--- config.mk ---
export PLATFORM = sky130hd
export DESIGN_NAME = fifo_param_flat
export DESIGN_NICKNAME = d
export VERILOG_FILES = /design/src/rtl/fifo_param_if.sv /design/src/rtl/fifo_param.sv /design/src/flat_wrapper.sv
export SDC_FILE = /design/constraint.sdc
export NUM_CORES = 1
export LEC_CHECK = 0
export ABC_AREA = 0
export CORE_UTILIZATION = 40
export DETAILED_ROUTE_END_ITERATION = 16
export PLACE_DENSITY_LB_ADDON = 0.25
export SETUP_SLACK_MARGIN = 0.02
export SLEW_MARGIN = 20
export SYNTH_ARGS = -nofsm -noshare
export SYNTH_HDL_FRONTEND = slang
export SYNTH_SLANG_ARGS = --single-unit
--- constraint.sdc ---
create_clock -name clk -period 4 [get_ports clk]
set_clock_uncertainty 0.15 [all_clocks]
set_input_delay 0.8 -clock clk [delete_from_list [all_inputs] [get_ports clk]]
set_output_delay 0.8 -clock clk [all_outputs]
set_load 0.01 [all_outputs]
--- src/rtl/fifo_param_if.sv ---
// Producer/consumer-facing bundle of the parametrised FIFO.
// Ports: wr_en/din/rd_en from the master; dout, data_count, status flags,
//   per-direction ack/err and the last-operation code (state) from the slave.
interface fifo_param_if #(
  parameter int DATA_WIDTH = 32,
  parameter int ADDR_WIDTH = 3
);
  logic                  wr_en;
  logic                  rd_en;
  logic [DATA_WIDTH-1:0] din;
  logic [DATA_WIDTH-1:0] dout;
  logic [ADDR_WIDTH:0]   data_count;
  logic                  full;
  logic                  empty;
  logic                  almost_full;
  logic                  almost_empty;
  logic                  wr_ack;
  logic                  wr_err;
  logic                  rd_ack;
  logic                  rd_err;
  logic [2:0]            state;

  // Master: the producer/consumer driving requests into the FIFO.
  modport master (
    output wr_en, rd_en, din,
    input  dout, data_count, full, empty, almost_full, almost_empty,
           wr_ack, wr_err, rd_ack, rd_err, state
  );

  // Slave: the FIFO itself.
  modport slave (
    input  wr_en, rd_en, din,
    output dout, data_count, full, empty, almost_full, almost_empty,
           wr_ack, wr_err, rd_ack, rd_err, state
  );
endinterface

--- src/rtl/fifo_param.sv ---
// Parametrised synchronous FIFO: DEPTH=2**ADDR_WIDTH x DATA_WIDTH storage with count/threshold flags.
// Latency: written word readable from the next edge; dout/rd_ack valid the cycle after the accepting edge.
// Backpressure: none; a write when full raises wr_err, a read when empty raises rd_err, state is unchanged.
// Ports: clk, reset (sync, active-high); bus (fifo_param_if.slave) carries
//   wr_en/rd_en/din in and dout, data_count, full/empty, almost_full/almost_empty,
//   wr_ack/wr_err, rd_ack/rd_err and the 3-bit last-operation code out.
module fifo_param #(
  parameter int DATA_WIDTH = 32,
  parameter int ADDR_WIDTH = 3,
  parameter int AF_LEVEL   = 2**ADDR_WIDTH - 1,
  parameter int AE_LEVEL   = 1
) (
  input  logic          clk,
  input  logic          reset,
  fifo_param_if.slave   bus
);

  localparam int DEPTH = 2**ADDR_WIDTH;
  localparam logic [ADDR_WIDTH:0] DEPTH_C = (ADDR_WIDTH+1)'(DEPTH);
  localparam logic [ADDR_WIDTH:0] AF_C    = (ADDR_WIDTH+1)'(AF_LEVEL);
  localparam logic [ADDR_WIDTH:0] AE_C    = (ADDR_WIDTH+1)'(AE_LEVEL);

  typedef enum logic [2:0] {
    INIT     = 3'b000,
    NO_OP    = 3'b001,
    WRITE    = 3'b010,
    WR_ERROR = 3'b011,
    READ     = 3'b100,
    RD_ERROR = 3'b101,
    RD_WR    = 3'b110
  } op_e;

  logic [DATA_WIDTH-1:0] mem [DEPTH];
  logic [ADDR_WIDTH-1:0] head_q, tail_q;
  logic [ADDR_WIDTH:0]   count_q, count_d;
  logic [DATA_WIDTH-1:0] dout_q;
  op_e                   state_q, state_d;
  logic                  wr_ack_q, wr_err_q, rd_ack_q, rd_err_q;
  logic                  wr_ack_d, wr_err_d, rd_ack_d, rd_err_d;
  logic                  wr_go, rd_go;
  logic                  is_full, is_empty;

  assign is_full  = (count_q == DEPTH_C);
  assign is_empty = (count_q == '0);

  // Decide the operation for this edge from the requests and the current count.
  always_comb begin
    state_d  = NO_OP;
    wr_go    = 1'b0;
    rd_go    = 1'b0;
    wr_ack_d = 1'b0;
    wr_err_d = 1'b0;
    rd_ack_d = 1'b0;
    rd_err_d = 1'b0;
    case ({bus.wr_en, bus.rd_en})
      2'b10: begin
        if (!is_full) begin
          state_d  = WRITE;
          wr_go    = 1'b1;
          wr_ack_d = 1'b1;
        end else begin
          state_d  = WR_ERROR;
          wr_err_d = 1'b1;
        end
      end
      2'b01: begin
        if (!is_empty) begin
          state_d  = READ;
          rd_go    = 1'b1;
          rd_ack_d = 1'b1;
        end else begin
          state_d  = RD_ERROR;
          rd_err_d = 1'b1;
        end
      end
      2'b11: begin
        if (!is_empty) begin
          // Full is fine here: the read frees the slot the write consumes.
          state_d  = RD_WR;
          wr_go    = 1'b1;
          rd_go    = 1'b1;
          wr_ack_d = 1'b1;
          rd_ack_d = 1'b1;
        end else begin
          // Empty: the write lands but din is not forwarded to dout.
          state_d  = WRITE;
          wr_go    = 1'b1;
          wr_ack_d = 1'b1;
          rd_err_d = 1'b1;
        end
      end
      default: state_d = NO_OP;
    endcase

    case ({wr_go, rd_go})
      2'b10:   count_d = count_q + 1'b1;
      2'b01:   count_d = count_q - 1'b1;
      default: count_d = count_q;
    endcase
  end

  always_ff @(posedge clk) begin
    if (reset) begin
      head_q   <= '0;
      tail_q   <= '0;
      count_q  <= '0;
      dout_q   <= '0;
      state_q  <= INIT;
      wr_ack_q <= 1'b0;
      wr_err_q <= 1'b0;
      rd_ack_q <= 1'b0;
      rd_err_q <= 1'b0;
    end else begin
      if (wr_go) tail_q <= tail_q + 1'b1;
      if (rd_go) begin
        head_q <= head_q + 1'b1;
        dout_q <= mem[head_q];
      end
      count_q  <= count_d;
      state_q  <= state_d;
      wr_ack_q <= wr_ack_d;
      wr_err_q <= wr_err_d;
      rd_ack_q <= rd_ack_d;
      rd_err_q <= rd_err_d;
    end
  end

  // Storage is deliberately not cleared by reset.
  always_ff @(posedge clk) begin
    if (wr_go && !reset) mem[tail_q] <= bus.din;
  end

  assign bus.dout         = dout_q;
  assign bus.data_count   = count_q;
  assign bus.full         = is_full;
  assign bus.empty        = is_empty;
  assign bus.almost_full  = (count_q >= AF_C);
  assign bus.almost_empty = (count_q <= AE_C);
  assign bus.wr_ack       = wr_ack_q;
  assign bus.wr_err       = wr_err_q;
  assign bus.rd_ack       = rd_ack_q;
  assign bus.rd_err       = rd_err_q;
  assign bus.state        = state_q;

endmodule

--- src/flat_wrapper.sv ---
// flat-port wrapper written by rule: the top's interface ports become plain ports
module fifo_param_flat 
#(
  parameter int DATA_WIDTH = 32,
  parameter int ADDR_WIDTH = 3,
  parameter int AF_LEVEL   = 2**ADDR_WIDTH - 1,
  parameter int AE_LEVEL   = 1
)
  (clk, reset, bus_wr_en, bus_rd_en, bus_din, bus_dout, bus_data_count, bus_full, bus_empty, bus_almost_full, bus_almost_empty, bus_wr_ack, bus_wr_err, bus_rd_ack, bus_rd_err, bus_state);
  fifo_param_if #(.DATA_WIDTH(DATA_WIDTH), .ADDR_WIDTH(ADDR_WIDTH)) bus_i ();
  input  logic clk;
  input  logic reset;
  input wire logic [$bits(bus_i.wr_en)-1:0] bus_wr_en;
  input wire logic [$bits(bus_i.rd_en)-1:0] bus_rd_en;
  input wire logic [$bits(bus_i.din)-1:0] bus_din;
  output wire logic [$bits(bus_i.dout)-1:0] bus_dout;
  output wire logic [$bits(bus_i.data_count)-1:0] bus_data_count;
  output wire logic [$bits(bus_i.full)-1:0] bus_full;
  output wire logic [$bits(bus_i.empty)-1:0] bus_empty;
  output wire logic [$bits(bus_i.almost_full)-1:0] bus_almost_full;
  output wire logic [$bits(bus_i.almost_empty)-1:0] bus_almost_empty;
  output wire logic [$bits(bus_i.wr_ack)-1:0] bus_wr_ack;
  output wire logic [$bits(bus_i.wr_err)-1:0] bus_wr_err;
  output wire logic [$bits(bus_i.rd_ack)-1:0] bus_rd_ack;
  output wire logic [$bits(bus_i.rd_err)-1:0] bus_rd_err;
  output wire logic [$bits(bus_i.state)-1:0] bus_state;
  assign bus_i.wr_en = bus_wr_en;
  assign bus_i.rd_en = bus_rd_en;
  assign bus_i.din = bus_din;
  assign bus_dout = bus_i.dout;
  assign bus_data_count = bus_i.data_count;
  assign bus_full = bus_i.full;
  assign bus_empty = bus_i.empty;
  assign bus_almost_full = bus_i.almost_full;
  assign bus_almost_empty = bus_i.almost_empty;
  assign bus_wr_ack = bus_i.wr_ack;
  assign bus_wr_err = bus_i.wr_err;
  assign bus_rd_ack = bus_i.rd_ack;
  assign bus_rd_err = bus_i.rd_err;
  assign bus_state = bus_i.state;
  fifo_param #(.DATA_WIDTH(DATA_WIDTH), .ADDR_WIDTH(ADDR_WIDTH), .AF_LEVEL(AF_LEVEL), .AE_LEVEL(AE_LEVEL)) u_core (.clk(clk), .reset(reset), .bus(bus_i));
endmodule
==> impl_results.md, run 1 <==
* Outcome: completed
* Ports at 83
* CP Buf/Inv Count at 3
* Post-synth EDFFs at 256
* Maxcap violations at 0
* Fillers at 2367
* Count of final setup violators at 0
* Total GRT Usage at 0.156
* Largest area contributor in the synthesized netlist: edfxtp_1
* Max frequency at 299 MHz
* Area share of xor/xnor cells in the synthesized design at 0.00528
* Sum Neg Setup Slack at 0 ns
* Critical path startpoint category: flop
* CP dominant cell by count: inv_1
* Slew Viols, Final at 0
* Met2 Use GR at 0.272
* WL/cell at 19.9 um
* Reg clk slew, reported paths at 0.06 ns
* Post-synthesis sequential area ratio at 0.746
* Worst slew pin tran at 0.703 ns
* CP Depth at 5
* Worst VDD drop at 343 uV
* Residual DRC at 0
* Placement Setup Slack at 0.633 ns
* Clock latency on the worst-skew pair at 0.54 ns
* Synth Area in Simple Gates at 0.0455
* Ys async rst share at 0
* Post-synth top flop: edfxtp_1
* Max H-tree Level at 1
* Vias per cell at 5.14
* Worst setup margin at 0.650 ns
* Max-slew headroom at 0.531
* Final Util at 0.483
* Commonest non-fill, non-tap cell in the layout: edfxtp_1
* Met3 usage at 0.0224
* Hold Crit Class: reg2reg
* Largest stage delay on the critical path at 0.54 ns
* Die area at 0.0297 mm2
* CTS tree: yes
* TritonCTS sink count at 305
* Largest net degree at the start of global routing at 53
* Hold_buf cts at 0
* CTS root buffer: clkbuf_16
* Worst endpoint required time at 3.05 ns
* Remaining Overflow, GRT at 0
* Critical path class: reg2out
* CP top delay family: buffers and inverters
* Post-DP HPWL at 13300 um
* Avg Synthesized Cell Area at 18.2 um2
* Post-synthesis adder-cell area fraction at 0.00646
* DRT Pass-1 Iters at 4
* Period minus WS final at 3.35 ns
* Hold Path Depth at 2
* Antenna Nets Post-Route at 0
* Ant. Diodes at 0
* Core area at 0.0286 mm2
* Cell Rows at 62
* Final wirelength at 22800 um
* Largest family of logic cells by synthesized area: multiplexers
* Crit path cell chain: inv_1, ha_1, or3b_1, inv_1, clkdlybuf4s50_1
* RSZ-0062 raised after global routing: false
* # Post-CTS Setup Buffers at 0
* Initial DRC Count at 412
* YS warnings at 0
* Pwr/cell area at 584 mW/mm2
* Nets at 776
* Die Wd at 172 um
* Max Root-Sink Buffers at 3
* Leakage at 0.00445 uW
* Tcrit/Tclk final at 0.837
* Synth area leaders: edfxtp_1 66%, dfxtp_1 8.4%, mux4_2 4.5%
* First-pass GRT wire length at 34800 um
* Chip Height at 172 um
* Worst Reg-to-Reg Cells at 10
* Met1 Resource Use GR at 0.204
* Gr busiest metal: met2
* Fin. Hold Viols at 0
* Slowest cell on crit path: clkdlybuf4s50_1
* Synth-to-Final Area Change at 18.9%
* CTS Buf Count at 30
* Critical path arrival at 2.40 ns
* Most frequent cells in the layout: 256 x edfxtp_1, 82 x clkdlybuf4s50_1, 47 x dfxtp_1
* Initial Utilization at 0.406
* Crit Path Max Fanout at 7
* Pwr Total at 8060 uW
* Combined area of all synthesized cells at 0.0116 mm2
* Fraction of layout cells with a size suffix above 1 at 0.187
* Cells after Synth at 639
* Post-synth top area share at 0.662
* Placer Congestion at 0.756
* Hold WS at 0.296 ns
* Synth Register Bits at 305
* Via count at 5865
* Syn_nets at 681
* CP Capture Type: output pin
* Synth Area in Compound Gates at 0.0467
* I/O Buffers at 82
* Mux share of post-synthesis cell area at 0.125
* Antenna violations before repair at 0
* Vias in the first global route at 6194
* PostCTS Resize Cnt at 0
* Number of library cell types mapped by synthesis at 46
-- Yosys cell counts (all sizes together) (7+ instances only) --
cell type  number
mux4           32
nor2b          26
a22oi           9
nand2          45
o31ai          22
buf            28
o22ai          22
nor2           16
dfxtp          49
edfxtp        256
clkbuf          7
mux2i          20
o211ai         10
mux2           44
-- layer usage --
metal  up-vias  part of all wire
met2       130              0.50
met5         -                 0
met3        32             0.050
met1      3004              0.43
li1       2699                 -
met4         0             0.017
-- worst register-to-register path, stage by stage (launching register included) --
cell     delay (ns)
dfxtp_1        0.44
inv_1          0.07
ha_1           0.25
or3b_1         0.35
nand2_1        0.16
inv_1          0.09
ha_1           0.24
or4b_1         0.45
a21oi_1        0.19
xnor2_1        0.13
nor2_1         0.05
-- power by group --
| part | internal, uW | switching (uW) | total, uW | leakage (uW) |
|---|---|---|---|---|
| Combinational | 846 | 743 | 1590 | 0.00127 |
| Sequential | 3630 | 197 | 3820 | 0.00271 |
| Clock | 1540 | 1110 | 2650 | 0.000465 |
| Total | 6010 | 2050 | 8060 | 0.00445 |
-- sequential cells by signal, indices dropped and copies added, names as in the netlist, 3 cells and up --
register / flops
u_core.bus.state: 3
u_core.mem: 256
u_core.bus.dout: 32
u_core.tail_q: 3
u_core.head_q: 3
u_core.bus.data_count: 4
-- cell families (layout without fill, tap and decap cells) --
group / Yosys count / in the layout
multiplexers: 96 / 96
AO/OA/AOI/OAI: 76 / 76
buffers and inverters: 41 / 160
flip-flops: 305 / 305
adder cells (fa/ha/maj): 6 / 6
AND/OR/NAND/NOR: 108 / 108
XOR/XNOR: 7 / 7
-- final cells by class --
class / instances / area [um2] / area share
sequential: 305 / 8670 / 0.628
tap: 384 / 480 / 0.0348
multi-input combinational: 293 / 2730 / 0.198
clock inverter: 14 / 96.3 / 0.00697
inverter: 6 / 22.5 / 0.00163
timing repair buffer: 98 / 966 / 0.0699
clock buffer: 42 / 847 / 0.0613
-- per-stage QoR --
step	cell area [um2]	instances
after CTS	13800	1142
after global routing	13800	1142
after detailed placement	12900	1086
after floorplan	11600	639
final	13800	1142
after global placement	12900	1086
-- worst paths after layout --
check	endpoint	from	slack, ns
worst max-delay path	bus_empty	u_core.bus.data_count[1]	0.65
worst min register to register	u_core.bus.dout[28]	u_core.bus.dout[28]	0.30
worst max register to register	u_core.bus.data_count[3]	u_core.bus.data_count[0]	1.29
worst min-delay path	u_core.bus.dout[28]	u_core.bus.dout[28]	0.30
Note: power is estimated with default switching activity, not from simulation.
==> run 2: changes to the inputs <==
==> constraint.sdc (replaced) <==
create_clock -name clk -period 3.2 [get_ports clk]
set_clock_uncertainty 0.15 [all_clocks]
set_input_delay 0.64 -clock clk [delete_from_list [all_inputs] [get_ports clk]]
set_output_delay 0.64 -clock clk [all_outputs]
set_load 0.01 [all_outputs]
==> run 2 against run 1 <==
Effect of this change:
- via count decreased by 1.4%
- die area unchanged
- worst setup slack got worse by 0.52 ns
- sequential power grew 25%
- critical path type unchanged
- combinational power up 26%
==> impl_results.md, run 2 (synthesis results as in run 1) <==
* Slew Viols, Final at 0 (unchanged)
* Pwr Total at 10100 uW (+25%)
* NetSw at 2520 uW (+23%)
* Worst reg2reg startpoint: u_core.bus.data_count[0]
* Max reg flops at 256 (unchanged)
* Remaining Overflow, GRT at 0 (unchanged)
* Hold Path Sink: u_core.bus.dout[30]
* Hold_buf cts at 0 (unchanged)
* Crit Reg-Reg Endpoint: u_core.bus.data_count[3]
* Post-DP HPWL at 13100 um (-1.7%)
* Critical path arrival at 2.28 ns (-0.12 ns)
* Clock latency on the worst-skew pair at 0.54 ns (about the same)
* Sum Neg Setup Slack at 0 ns (unchanged)
* First-pass GRT wire length at 34400 um (-1.3%)
* Hold Path Depth at 2 (unchanged)
* Antenna Nets Post-Route at 0 (unchanged)
* RSZ-0062 raised after global routing: false
* Die area at 0.0297 mm2 (unchanged)
* Initial Utilization at 0.406 (unchanged)
* Worst endpoint required time at 2.41 ns (-0.64 ns)
* CP Launch Point: u_core.bus.data_count[0]
* PostCTS Resize Cnt at 1 (+1)
* Reg clk slew, reported paths at 0.06 ns (about the same)
* Critical path class: reg2out
* Pwr/cell area at 721 mW/mm2 (+24%)
* DRT Pass-1 Iters at 4 (unchanged)
* Comb power frac at 0.200 (+0.003)
* Int Power at 7540 uW (+25%)
* CP Capture Type: output pin
* Tcrit/Tclk final at 0.960
* Leakage at 0.00449 uW (+0.92%)
* Chip Height at 172 um (unchanged)
* Synth-to-Final Area Change at 20.0%
* Most frequent cells in the layout: 256 x edfxtp_1, 82 x clkdlybuf4s50_1, 47 x dfxtp_1
* Ant. Diodes at 0 (unchanged)
* Vias per cell at 5.04 (-1.9%)
* Fin. Hold Viols at 0 (unchanged)
* CTS Buf Count at 29 (-3.3%)
* CTS tree: yes
* Commonest non-fill, non-tap cell in the layout: edfxtp_1
* Max frequency at 326 MHz
* # Post-CTS Setup Buffers at 0 (unchanged)
* Outcome: completed
* Worst VDD drop at 395 uV (+15%)
* Cell Rows at 62 (unchanged)
* TritonCTS sink count at 305 (unchanged)
* Vias in the first global route at 6071 (-2.0%)
* Clock network power share at 0.324 (-0.005)
* Ports at 83 (unchanged)
* Critical path startpoint category: flop
* Antenna violations before repair at 0 (unchanged)
* WL/cell at 19.5 um (-2.5%)
* Core area at 0.0286 mm2 (unchanged)
* CTS root buffer: clkbuf_16
* Flop pwr share at 0.476 (+0.002)
* Nets at 782 (+0.77%)
* Largest net degree at the start of global routing at 35 (-34%)
* Placer Congestion at 0.711 (-6.0%)
* Crit Path Max Fanout at 7 (unchanged)
* Die Wd at 172 um (unchanged)
* Period minus WS final at 3.07 ns
* Total GRT Usage at 0.154 (-0.00157)
* Hold Path Origin: u_core.bus.dout[30]
* I/O Buffers at 82 (unchanged)
* Biggest register: u_core.mem
* Max H-tree Level at 1 (unchanged)
* Max-slew headroom at 0.503 (-0.0289)
* Worst slew pin tran at 0.745 ns (+0.0418 ns)
* Fraction of layout cells with a size suffix above 1 at 0.194 (+0.00664)
* Switching Fraction at 0.250 (-0.00420)
* Initial DRC Count at 429 (+4.1%)
* Residual DRC at 0 (unchanged)
* R2R Setup Slk at 0.64 ns (-0.65 ns)
* Maxcap violations at 0 (unchanged)
* Hold Crit Class: reg2reg
* Worst Reg-to-Reg Cells at 10 (unchanged)
* Count of final setup violators at 0 (unchanged)
* Final wirelength at 22300 um (-2.1%)
* Max Root-Sink Buffers at 3 (unchanged)
* Via count at 5781 (-1.4%)
[run 2: cell count changes in the layout (fill, tap and decap cells not counted), moves of 2 or more]
cell and delta:
clkinv_2 -2, clkinv_1 -2, clkbuf_1 +3, buf_12 +8
[run 2: worst max-delay path by stage]
| stage | endpoint | slack (ns) |
|---|---|---|
| 3_5_place_dp | u_core.bus.data_count[3] | 0.39 |
| 2_1_floorplan | u_core.mem[1][0] | 0.08 |
| 4_1_cts | bus_empty | 0.07 |
| 3_3_place_gp | u_core.bus.data_count[3] | 0.45 |
| 5_1_grt | bus_empty | 0.03 |
| 6_report | bus_empty | 0.13 |
[run 2: area by class of cell]
cell class              count  area [um2]
multi-input cells         293        2730
inverters                   6        22.5
clock buffers              45         847
flip-flops and latches    305        8670
well taps                 384         480
fillers                  2319       14700
clock inverters             9        71.3
repair buffers            105        1120
[run 2: per-layer routing]
metal,global-route usage,part of all wire,up-vias
li1,-,-,2711
met1,0.200,0.42,2944
met2,0.272,0.52,101
met3,0.0211,0.038,25
met4,0.0404,0.015,0
met5,0,0,-
[run 2: metrics by stage]
step | cell area (um2) | cells | hold slack [ns] | setup WS [ns] | util
after global placement | 13000 | 1093 | 0.285 | 0.446 | 0.455
after detailed placement | 13000 | 1093 | 0.288 | 0.394 | 0.455
after global routing | 13900 | 1147 | 0.318 | 0.0321 | 0.487
after CTS | 13900 | 1147 | 0.297 | 0.0718 | 0.487
after floorplan | 11600 | 639 | 0.317 | 0.0768 | -
final | 13900 | 1147 | 0.291 | 0.129 | 0.487
[run 2: power groups by stage]
stage | clock (uW) | sequential, uW | combinational (uW)
final | 3250 | 4790 | 2010
after global routing | 3490 | 4830 | 2190
after CTS | 3340 | 4800 | 2050
after detailed placement | 0 | 4880 | 2030
after global placement | 0 | 4870 | 2000
after floorplan | 0 | 4780 | 1450
[run 2: worst max-delay path: stages, from the launching register on]
cell             delay (ns)
dfxtp_1                0.38
inv_1                  0.09
ha_2                   0.20
or3b_4                 0.44
inv_1                  0.10
clkdlybuf4s50_1        0.53
==> run 3: changes to the inputs <==
--- a/config.mk
+++ b/config.mk
@@ -8,7 +8,8 @@
 export ABC_AREA = 0
 export CORE_UTILIZATION = 40
 export DETAILED_ROUTE_END_ITERATION = 16
-export PLACE_DENSITY_LB_ADDON = 0.25
+export MAX_ROUTING_LAYER = met4
+export PLACE_DENSITY = 0.65
 export SETUP_SLACK_MARGIN = 0.02
 export SLEW_MARGIN = 20
 export SYNTH_ARGS = -nofsm -noshare
==> run 3 against run 2 <==
Effect of this change:
- combinational power rose by 2%
- largest power group unchanged
- via count grew 1.5%
- sequential share of layout area decreased by 0.35 points
- critical endpoint is now bus_full
- critical path depth did not move
- critical path type unchanged
- die area unchanged
- power increased by 3.0%
- flip-flop and latch count unchanged
- worst setup slack better by 0.23 ns
- sequential power shrank 1%
- clock power up 9.2%
==> impl_results.md, run 3 (synthesis results as in run 1) <==
* Fin. Hold Viols at 0 (unchanged)
* WL/cell at 20.0 um (+2.6%)
* Crit Reg-Reg Endpoint: u_core.bus.data_count[3]
* Ant. Diodes at 0 (unchanged)
* Met1 Resource Use GR at 0.224 (+0.0240)
* Reg clk slew, reported paths at 0.06 ns (about the same)
* Placer Congestion at 0.750 (+5.4%)
* Initial DRC Count at 319 (-26%)
* Leakage at 0.00456 uW (+1.5%)
* Critical path arrival at 2.05 ns (-0.23 ns)
* R2R Setup Slk at 0.72 ns (+0.08 ns)
* CTS Buf Count at 31 (+6.9%)
* Sum Neg Setup Slack at 0 ns (unchanged)
* Slew Viols, Final at 0 (unchanged)
* Met2 Use GR at 0.264 (-0.00824)
* Largest net degree at the start of global routing at 55 (+57%)
* Max frequency at 352 MHz (+8.2%)
* Worst setup margin at 0.360 ns (+0.232 ns)
* Core area at 0.0286 mm2 (unchanged)
* Max Root-Sink Buffers at 3 (unchanged)
* CP Capture Type: output pin
* Pwr/cell area at 738 mW/mm2 (+2.4%)
* Fillers at 2363 (+1.9%)
* Biggest register: u_core.mem
* Count of final setup violators at 0 (unchanged)
* Outcome: completed
* Slowest cell on crit path: clkdlybuf4s50_1
* Tcrit/Tclk final at 0.887 (-0.0724)
* Post-DP HPWL at 14000 um (+6.5%)
* Setup crit end: bus_full
* RSZ-0062 raised after global routing: false
* I/O Buffers at 82 (unchanged)
* Via count at 5870 (+1.5%)
* Antenna violations before repair at 0 (unchanged)
* Max-slew headroom at 0.437 (-0.0658)
* Vias in the first global route at 6058 (-0.21%)
* Clock latency on the worst-skew pair at 0.54 ns (about the same)
* Nets at 790 (+1.0%)
* Worst Reg-to-Reg Cells at 10 (unchanged)
* Die Wd at 172 um (unchanged)
* Worst reg2reg startpoint: u_core.bus.data_count[1]
* DRT Pass-1 Iters at 4 (unchanged)
* Placement Setup Slack at 0.308 ns (-0.0854 ns)
* Critical path class: reg2out
* CP top delay family: buffers and inverters
* Most frequent cells in the layout: 256 x edfxtp_1, 81 x clkdlybuf4s50_1, 46 x dfxtp_1
* Remaining Overflow, GRT at 0 (unchanged)
* CTS tree: yes
* Largest stage delay on the critical path at 0.53 ns (about the same)
* Max reg flops at 256 (unchanged)
* Fraction of layout cells with a size suffix above 1 at 0.202 (+0.00810)
* CTS root buffer: clkbuf_16
* Hold Crit Class: reg2reg
* Commonest non-fill, non-tap cell in the layout: edfxtp_1
* Crit path cell chain: inv_1, ha_2, nand3b_1, inv_1, clkdlybuf4s50_1
* Gr busiest metal: met2
* First-pass GRT wire length at 35600 um (+3.4%)
* Vias per cell at 5.08 (+0.75%)
* Maxcap violations at 0 (unchanged)
* CP Buf/Inv Count at 3 (unchanged)
* Final wirelength at 23100 um (+3.4%)
* Antenna Nets Post-Route at 0 (unchanged)
* Worst endpoint required time at 2.41 ns (about the same)
* Period minus WS final at 2.84 ns (-0.232 ns)
* Met3 usage at 0.0249 (+0.00389)
* Cell Rows at 62 (unchanged)
* CP dominant cell by count: inv_1
* Total GRT Usage at 0.166 (+0.0116)
* Crit Path Max Fanout at 5 (-2)
* Worst slew pin tran at 0.843 ns (+0.0984 ns)
* Max H-tree Level at 1 (unchanged)
* Ports at 83 (unchanged)
* TritonCTS sink count at 305 (unchanged)
* CP Launch Point: u_core.bus.data_count[1]
* Chip Height at 172 um (unchanged)
* Critical path startpoint category: flop
* Die area at 0.0297 mm2 (unchanged)
* Initial Utilization at 0.406 (unchanged)
* Residual DRC at 0 (unchanged)
* Synth-to-Final Area Change at 20.7%
* CP Depth at 5 (unchanged)
* Worst VDD drop at 416 uV (+5.1%)
[run 3: routing by layer]
layer,share of wire,up-vias
met5,0,-
li1,-,2725
met1,0.45,2998
met2,0.49,117
met4,0.018,0
met3,0.042,30
[run 3: timing repair]
item,in CTS,in global routing
setup buffers,0,0
hold buffers,0,0
gates resized for setup,1,3
endpoints found under the setup margin,1,1
hold endpoints to repair,0,0
cloned,0,0
[run 3: tightest hold or removal path: cells and delay by family, from the launching register on]
family           cells  cell delay, ns
flip-flops           1            0.31
AND/OR/NAND/NOR      2            0.09
[run 3: area by class of cell]
| cell class | instances | area, um2 | share of cell area |
|---|---|---|---|
| sequential | 305 | 8670 | 0.619 |
| multi-input combinational | 293 | 2730 | 0.195 |
| timing repair buffer | 111 | 1100 | 0.0787 |
| clock buffer | 43 | 841 | 0.0600 |
| tap | 384 | 480 | 0.0343 |
| clock inverter | 14 | 171 | 0.0122 |
| inverter | 6 | 22.5 | 0.00161 |
[run 3: how the worst min path moves through the flow]
stage                        start                   to  cells past startpoint
2_1_floorplan   u_core.bus.dout[0]   u_core.bus.dout[0]                      2
3_3_place_gp   u_core.bus.dout[30]  u_core.bus.dout[30]                      2
3_5_place_dp   u_core.bus.dout[23]  u_core.bus.dout[23]                      2
4_1_cts        u_core.bus.dout[23]  u_core.bus.dout[23]                      2
5_1_grt        u_core.bus.dout[23]  u_core.bus.dout[23]                      2
6_report       u_core.bus.dout[23]  u_core.bus.dout[23]                      2
[run 3: report_power, final]
| part | internal [uW] | switching, uW | total, uW |
|---|---|---|---|
| clock | 2150 | 1400 | 3550 |
| sequential | 4530 | 211 | 4740 |
| combinational | 1090 | 967 | 2060 |
[run 3: through the flow]
step	power, uW	util	std cells	instance area, um2	hold slack (ns)
after floorplan	6230	-	639	11600	0.317
after global placement	6890	0.454	1099	13000	0.279
after detailed placement	6910	0.454	1099	13000	0.283
after CTS	10500	0.490	1156	14000	0.293
after global routing	10800	0.490	1156	14000	0.310
final	10400	0.490	1156	14000	0.289
